--- src/rtl/pc_branch_unit.sv ---
// Program counter and fetch sequencer with a writable branch-offset table.
// Each RUN cycle the PC advances by 1, or by tbl[how_high] when a branch is taken.
module pc_branch_unit #(
   parameter int D     = 12,
   parameter int N_IDX = 3
) (
   input  logic             Clk,
   input  logic             Reset,
   input  logic             start,
   input  logic             stall,
   input  logic             branch_en,
   input  logic [N_IDX-1:0] how_high,
   input  logic             halt_req,
   input  logic             tbl_we,
   input  logic [N_IDX-1:0] tbl_waddr,
   input  logic [D-1:0]     tbl_wdata,
   output logic [D-1:0]     pc,
   output logic             running,
   output logic             done,
   output logic             branch_taken,
   output logic [D-1:0]     cur_target
);

   localparam int TBL_DEPTH = 2 ** N_IDX;

   typedef enum logic [1:0] {
      IDLE = 2'd0,
      RUN  = 2'd1,
      HALT = 2'd2
   } state_t;

   state_t         state, state_next;
   logic [D-1:0]   pc_next;
   logic           branch_next;
   logic [D-1:0]   tbl [TBL_DEPTH];

   // Boot-time loop offsets; entries beyond the first eight default to zero.
   function automatic logic [D-1:0] default_offset(input int idx);
      case (idx)
         0:       return D'(2);
         1:       return D'(8);
         2:       return D'(22);
         3:       return D'(-30);
         4:       return D'(314);
         5:       return D'(-316);
         6:       return D'(346);
         7:       return D'(-352);
         default: return '0;
      endcase
   endfunction

   assign cur_target = tbl[how_high];
   assign running    = (state == RUN);
   assign done       = (state == HALT);

   always_comb begin
      state_next  = state;
      pc_next     = pc;
      branch_next = 1'b0;
      case (state)
         IDLE: begin
            pc_next = '0;
            if (start) state_next = RUN;
         end
         RUN: begin
            if (halt_req) begin
               state_next = HALT;
            end else if (stall) begin
               pc_next = pc;
            end else if (branch_en) begin
               pc_next     = pc + tbl[how_high];
               branch_next = 1'b1;
            end else begin
               pc_next = pc + D'(1);
            end
         end
         HALT: begin
            if (start) begin
               state_next = RUN;
               pc_next    = '0;
            end
         end
         default: begin
            state_next = IDLE;
            pc_next    = '0;
         end
      endcase
   end

   always_ff @(posedge Clk) begin
      if (Reset) begin
         state        <= IDLE;
         pc           <= '0;
         branch_taken <= 1'b0;
      end else begin
         // NOTE: non-blocking updates keep every register sampling pre-edge values,
         // which is also why a same-cycle branch sees the old table entry.
         state        <= state_next;
         pc           <= pc_next;
         branch_taken <= branch_next;
      end
   end

   // NOTE: the table is deliberately reset, because reset must restore the boot
   // offsets and override any write presented in the same cycle.
   always_ff @(posedge Clk) begin
      if (Reset) begin
         for (int i = 0; i < TBL_DEPTH; i++) tbl[i] <= default_offset(i);
      end else if (tbl_we) begin
         tbl[tbl_waddr] <= tbl_wdata;
      end
   end

endmodule

--- config.mk ---
export PLATFORM = sky130hd
export DESIGN_NAME = pc_branch_unit
export DESIGN_NICKNAME = d
export VERILOG_FILES = /design/src/rtl/pc_branch_unit.sv
export SDC_FILE = /design/constraint.sdc
export NUM_CORES = 1
export LEC_CHECK = 0
export ABC_AREA = 1
export BUFFER_PORTS_ARGS = -buffer_cell sky130_fd_sc_hd__buf_2
export CORE_UTILIZATION = 27
export DETAILED_ROUTE_END_ITERATION = 12
export GPL_ROUTABILITY_DRIVEN = 0
export GPL_TIMING_DRIVEN = 0
export PLACE_DENSITY_LB_ADDON = 0.15
export SYNTH_ARGS = -nofsm -noshare
export SYNTH_HDL_FRONTEND = slang
export SYNTH_SLANG_ARGS = --single-unit
--- constraint.sdc ---
create_clock -name Clk -period 5.5 [get_ports Clk]
set_clock_uncertainty 0.2 [all_clocks]
set_input_delay 0.55 -clock Clk [delete_from_list [all_inputs] [get_ports Clk]]
set_output_delay 0.55 -clock Clk [all_outputs]
set_load 0.01 [all_outputs]
== Word level (Yosys, flattened, before mapping) ==
Memory sizes are Yosys's and may differ from the RTL's.
Index checks and enable logic that the tools add are counted.

* Mux-type cells: 25
* Bitwise logic cells: 1
* $mul: 0
* Equality and inequality tests: 7
* Reductions and logical operators: 6
* Div/mod/pow operators: 0
* Add/subtract/negate cells: 2
* Shift-type cells: 0
* Order comparisons: 0

{| class="wikitable"
|+ Operator list
! cell !! number
|-
| $mux 12 || 13
|-
| $pmux 12 s2 || 1
|-
| $add 12x1->12 const B || 1
|-
| $add 12x12->12 || 1
|-
| $reduce_or 12->1 || 1
|-
| $ne 2x2->1 const B || 4
|-
| $mux 1 || 7
|-
| $mux 2 || 2
|-
| $pmux 2 s2 || 1
|-
| $reduce_or 4->1 || 1
|-
| $mux 3 || 1
|-
| $reduce_and 3->1 || 1
|-
| $eq 2x1->1 const B || 1
|-
| $eq 2x2->1 const B || 1
|-
| $logic_not 2->1 || 1
|-
| $ne 2x1->1 const B || 1
|-
| $reduce_and 2->1 || 1
|-
| $reduce_or 2->1 || 1
|-
| $not 1->1 || 1
|}

* Memory bits (writable): 96
* Bits in registers: 15
* Latch bits: 0
* Bits in read-only memories: 0
* Memories kept: 1
* Input bits: 25

{| class="wikitable"
|+ Memory list
! name !! depth !! width !! read ports !! clocked after memory_dff !! write ports !! RTL line !! RTL
|-
| tbl || 8 || 12 || 1 || 0 || 8 || 35 || <nowiki>logic [D-1:0] tbl [TBL_DEPTH];</nowiki>
|}

== Longest topological paths before layout ==
An unclocked memory read counts as a cell.

* Depth in word-level cells: 6
* Mapped depth: 19
* Mapped depth without buffers: 17

== Worst setup path before layout ==
No wires, ideal clock.

* Path type: input-to-reg
* Start point: in how_high[0]
* End point: reg pc[8]
* Arrival time: 2399 ps
* Data required time: 5230 ps
* Slack: 2830 ps
* Path buffers: 2
* Stages on the path: 15
* Path through: buf_4 > buf_4 > o21ai_0 > o22ai_1 > nand2_1 > nand3_1 > ha_1 > fa_1 > nand3_1 > nand2_1 > nand4_1 > nand2_1 > a21oi_1 > o21ai_1 > a21oi_1

* Longest elaborated chain between the ends: 6

{| class="wikitable"
|+ Ends and longest elaborated chain
! what !! RTL line !! RTL
|-
| start: declaration || 12 || <nowiki>input logic [N_IDX-1:0] how_high,</nowiki>
|-
| $mem_v2 8x12 || -- ||
|-
| $add 12x12->12 || 71 || <nowiki>pc_next = pc + tbl[how_high];</nowiki>
|-
| $mux 12 || 70 || <nowiki>end else if (branch_en) begin</nowiki>
|-
| $mux 12 || 68 || <nowiki>end else if (stall) begin</nowiki>
|-
| $mux 12 || 66 || <nowiki>if (halt_req) begin</nowiki>
|-
| $pmux 12 s2 || 60 || <nowiki>case (state)</nowiki>
|-
| end signal: assignment || 99 || <nowiki>pc <= pc_next;</nowiki>
|-
| end: declaration || 17 || <nowiki>output logic [D-1:0] pc,</nowiki>
|}

No other way between the ends. The select of a mux whose other input is x is not followed.
A chain may end at the register's enable or synchronous reset.

== Final worst setup path ==
* Start point: in how_high[1]
* End point: reg pc[11]

Same word-level chain as after synthesis.

==> impl_metrics.py <==
metrics = {
    "synthesis": {
        "synthesis.nets": 647,
        "post_synth_inst_count": 610,
        "synth_enable_flop_cells": 96,
        "synth_cell_type_count": 35,
        "ys_ff_latch": 111,
        "ys.flop_type": "sky130_fd_sc_hd__edfxtp_1",
        "netlist_area_pre_place_mm2": 0.00552,
        "synth_seq_area_share_pct": 57.7,
        "ys_warn_count": 0,
        "post_synth.cell_area_avg_um2": 9.04,
        "synth-async-reset-ratio_pct": 0,
    },
    "die": {
        "dieArea_mm2": 0.0210,
        "core_area_mm2": 0.0197,
        "io-pin-count": 52,
        "width_of_the_die_um": 145,
        "core_rows": 51,
        "initial_core_utilization_pct": 28.0,
        "die_height_um": 145,
    },
    "clock_tree": {
        "tritoncts_num_sinks": 111,
        "cts_setup_buffers": 0,
        "cts_root_buf": "sky130_fd_sc_hd__clkbuf_16",
        "maximum_clock_path_buffer_count": 2,
        "cts.clk_slew.worst_paths_ns": 0.07,
        "cts_hold_buf": 0,
        "tritoncts_clock_tree": "yes",
        "cts_buffers": 9,
        "cts.htree.levels": 3,
        "clk-insertion-delay-late_ns": 0.36,
        "postCtsResizedCells": 0,
    },
    "layout": {
        "post-route-util_pct": 32.4,
        "layout.cell_area.non_filler_mm2": 0.00639,
        "final_layout_size_suffix_gt1_share_pct": 15.4,
        "multi_input_comb_area_mm2": 0.00200,
        "seqCellArea_mm2": 0.00318,
        "synth_to_final_area_change_pct": 15.9,
        "antenna_cells_inserted": 0,
        "nNetsFinal": 708,
        "fillCellCount": 2103,
    },
    "place": {
        "portBuffers": 50,
        "dp.final_hpwl_um": 12000,
        "place_worst_setup_slack_ns": 1.81,
        "placedInstanceArea_mm2": 0.00610,
    },
    "detailed_routing": {
        "post-route-drc-count": 0,
        "met3_routed_wl_um": 616,
        "route.vias.total": 4408,
        "postRouteWirelength_um": 16600,
        "routed_via_density": 4.68,
        "detail_route.first_pass.iterations": 5,
        "met1Wirelength_um": 7970,
        "route.met2.wl_um": 7770,
        "route.top_layer_used": "met4",
        "detail-route-antenna-nets": 0,
        "drt_iter0_markers": 296,
        "detail_route.wl_per_cell_um": 17.6,
    },
    "power_and_ir_drop": {
        "powerDensity_mw_per_mm2": 291,
        "power.ir.vdd_worst_v": 0.000119,
        "standby_leakage_power_uw": 0.00255,
    },
    "timing": {
        "worst_pin_slew_ns": 0.715,
        "timing.final.max_slew_violations": 0,
        "setup_tns_ns": 0,
        "layout_setup_ws_ns": 2.19,
        "setup_viol": 0,
        "final-hold-violation-count": 0,
        "worst_max_slew_margin_expressed_relative_to_the_limit_pct": 52.2,
        "finalCriticalPeriod_ns": 3.31,
        "achievable-frequency_ghz": 0.302,
        "layout_worst_path_cycle_share_pct": 60.1,
        "setup_repair_after_global_routing_missed_its_margin": "no",
    },
    "setup_path": {
        "largest_stage_delay_on_the_critical_path_ns": 0.42,
        "path_max_fanout": 10,
        "critical-path-slowest-cell": "sky130_fd_sc_hd__clkbuf_1",
        "cp_data_required_time_ns": 5.59,
        "critical_path_arrival_ns": 3.40,
        "path_cells": "buf_2, inv_2, clkbuf_1, o21ai_1, o22ai_1, nand2_1, a21oi_1, ha_1, a21oi_1, nand2_1, nand2_1, nand2_1, nor2_1, inv_1, nand2_1, nand3_1, a21oi_2",
        "crit_type": "input pin to register",
        "critPathTopFamily": "compound AO/OA/AOI/OAI gates",
        "crit_path_frequent_cell": "sky130_fd_sc_hd__nand2_1",
        "crit-reg2reg-capture": "pc[11]",
        "timing.reg2reg.worst_path_depth": 14,
        "worstReg2RegStart": "tbl[6][6]",
        "worstSetupEndpointType": "register",
        "number_of_buffer_and_inverter_instances_along_the_worst_setup_path": 4,
        "cp_launch_type": "input pin",
        "slack_of_the_worst_reg_to_reg_path_ns": 2.82,
    },
    "global_route": {
        "grt_overflow_total": 0,
        "antenna_violations_before_repair": 0,
        "grt_first_pass_wirelength_um": 25500,
        "number_of_global_route_vias_before_repair": 4310,
        "grt_max_degree": 19,
        "groute.usage.overall_pct": 16.2,
    },
    "min_path": {
        "timing.hold.worst.start": "start",
        "hold_path.class": "input pin to register",
        "hold-path-cell-count": 3,
        "hold-path-endpoint": "state[0]",
    },
    "run_status": {
        "status": "complete, no violations",
    },
    "run": {
        "maxCapViolCount": 0,
    },
}
==> synthesized netlist by cell type (3+ instances only) <==
cell / number / area share (%)
sky130_fd_sc_hd__nor3_1: 3 / 0.27
sky130_fd_sc_hd__o21ai_1: 7 / 0.63
sky130_fd_sc_hd__inv_1: 50 / 3.4
sky130_fd_sc_hd__nand4_1: 3 / 0.34
sky130_fd_sc_hd__buf_4: 3 / 0.41
sky130_fd_sc_hd__ha_1: 11 / 2.5
sky130_fd_sc_hd__nand3_1: 14 / 1.3
sky130_fd_sc_hd__nor2_2: 6 / 0.68
sky130_fd_sc_hd__dfxtp_1: 15 / 5.4
sky130_fd_sc_hd__o21ai_0: 43 / 3.9
sky130_fd_sc_hd__buf_1: 3 / 0.20
sky130_fd_sc_hd__nor2_4: 5 / 1.0
sky130_fd_sc_hd__clkbuf_1: 5 / 0.34
sky130_fd_sc_hd__nand3_2: 4 / 0.73
sky130_fd_sc_hd__o22ai_1: 22 / 2.5
sky130_fd_sc_hd__buf_2: 10 / 0.91
sky130_fd_sc_hd__edfxtp_1: 96 / 52
sky130_fd_sc_hd__nor2_1: 118 / 8.0
sky130_fd_sc_hd__a21oi_1: 35 / 3.2
sky130_fd_sc_hd__o21bai_1: 3 / 0.41
sky130_fd_sc_hd__inv_2: 7 / 0.48
sky130_fd_sc_hd__nand2_1: 134 / 9.1
==> per-layer routing <==
layer  track usage [%]  vias to the layer above
met5                 0                        -
met4              4.95                        0
met3              2.17                       13
met2              26.2                      108
met1              22.3                     2126
li1                  -                     2161
==> logic make-up (layout without fill, tap and decap cells) <==
group           count (synthesis)  after routing  synth area share (%)
simple gates                  292            292                  22.0
compound gates                115            115                  11.4
buf+inv                        80            146                  6.06
fa+ha+maj                      12             12                  2.86
flops                         111            111                  57.7
==> flip-flops by register name, summed over array words and instances (netlist names) <==
signal	flops
tbl	96
branch_taken	1
state	2
pc	12
==> metrics by stage <==
stage | hold WS, ns | cells | power (uW)
final | 0.259 | 941 | 1860
after detailed placement | 0.276 | 925 | 1210
after CTS | 0.249 | 941 | 1880
after global routing | 0.271 | 941 | 1930
after floorplan | 0.299 | 610 | 1120
after global placement | 0.274 | 925 | 1200
==> tightest hold or removal path, delay by kind of cell <==
kind                   cells  cell delay, ns
AND/OR/NAND/NOR            1            0.05
AO/OA/AOI/OAI              1            0.06
buffers and inverters      1            0.10
==> where the power goes <==
part	total (uW)	internal, uW	switching [uW]
combinational	211	59.2	152
clock	679	355	324
sequential	973	960	13.3
total	1860	1370	489
==> cell usage in the layout (no fill, tap or decap), types with 2 or more instances in the layout <==
cell type / netlist / routed
sky130_fd_sc_hd__inv_2: 7 / 7
sky130_fd_sc_hd__nor2_1: 118 / 118
sky130_fd_sc_hd__a21oi_1: 35 / 35
sky130_fd_sc_hd__inv_1: 50 / 50
sky130_fd_sc_hd__o21ai_1: 7 / 7
sky130_fd_sc_hd__nor2_2: 6 / 6
sky130_fd_sc_hd__nand4_1: 3 / 3
sky130_fd_sc_hd__nand3_2: 4 / 4
sky130_fd_sc_hd__o22ai_1: 22 / 22
sky130_fd_sc_hd__buf_4: 3 / 3
sky130_fd_sc_hd__o21bai_1: 3 / 3
sky130_fd_sc_hd__inv_6: 0 / 2
sky130_fd_sc_hd__ha_1: 11 / 11
sky130_fd_sc_hd__buf_1: 3 / 3
sky130_fd_sc_hd__clkinv_1: 0 / 2
sky130_fd_sc_hd__nor3_1: 3 / 3
sky130_fd_sc_hd__o21ai_0: 43 / 43
sky130_fd_sc_hd__edfxtp_1: 96 / 96
sky130_fd_sc_hd__dfxtp_1: 15 / 15
sky130_fd_sc_hd__clkbuf_16: 0 / 9
sky130_fd_sc_hd__nand3_1: 14 / 14
sky130_fd_sc_hd__clkbuf_1: 5 / 5
sky130_fd_sc_hd__buf_2: 10 / 60
sky130_fd_sc_hd__nor2_4: 5 / 5
sky130_fd_sc_hd__nand2_1: 134 / 134
==> final cells by class <==
class,count,share of cell area [%]
flip-flops and latches,111,49.8
multi-input cells,419,31.3
well taps,265,5.18
repair buffers,50,3.91
clock buffers,9,3.52
inverters,58,3.44
plain buffers,22,1.78
clock inverters,7,1.12
==> how the worst max path moves through the flow <==
stage	from	endpoint	slack, ns	depth (start not counted)
after floorplan	how_high[0]	pc[8]	2.83	15
after global placement	how_high[1]	pc[11]	1.82	17
after detailed placement	how_high[1]	pc[11]	1.81	19
after CTS	how_high[1]	pc[11]	2.18	19
after global routing	how_high[1]	pc[11]	1.93	19
final	how_high[1]	pc[11]	2.19	17
No activity file was read; power rests on OpenSTA's default activity.
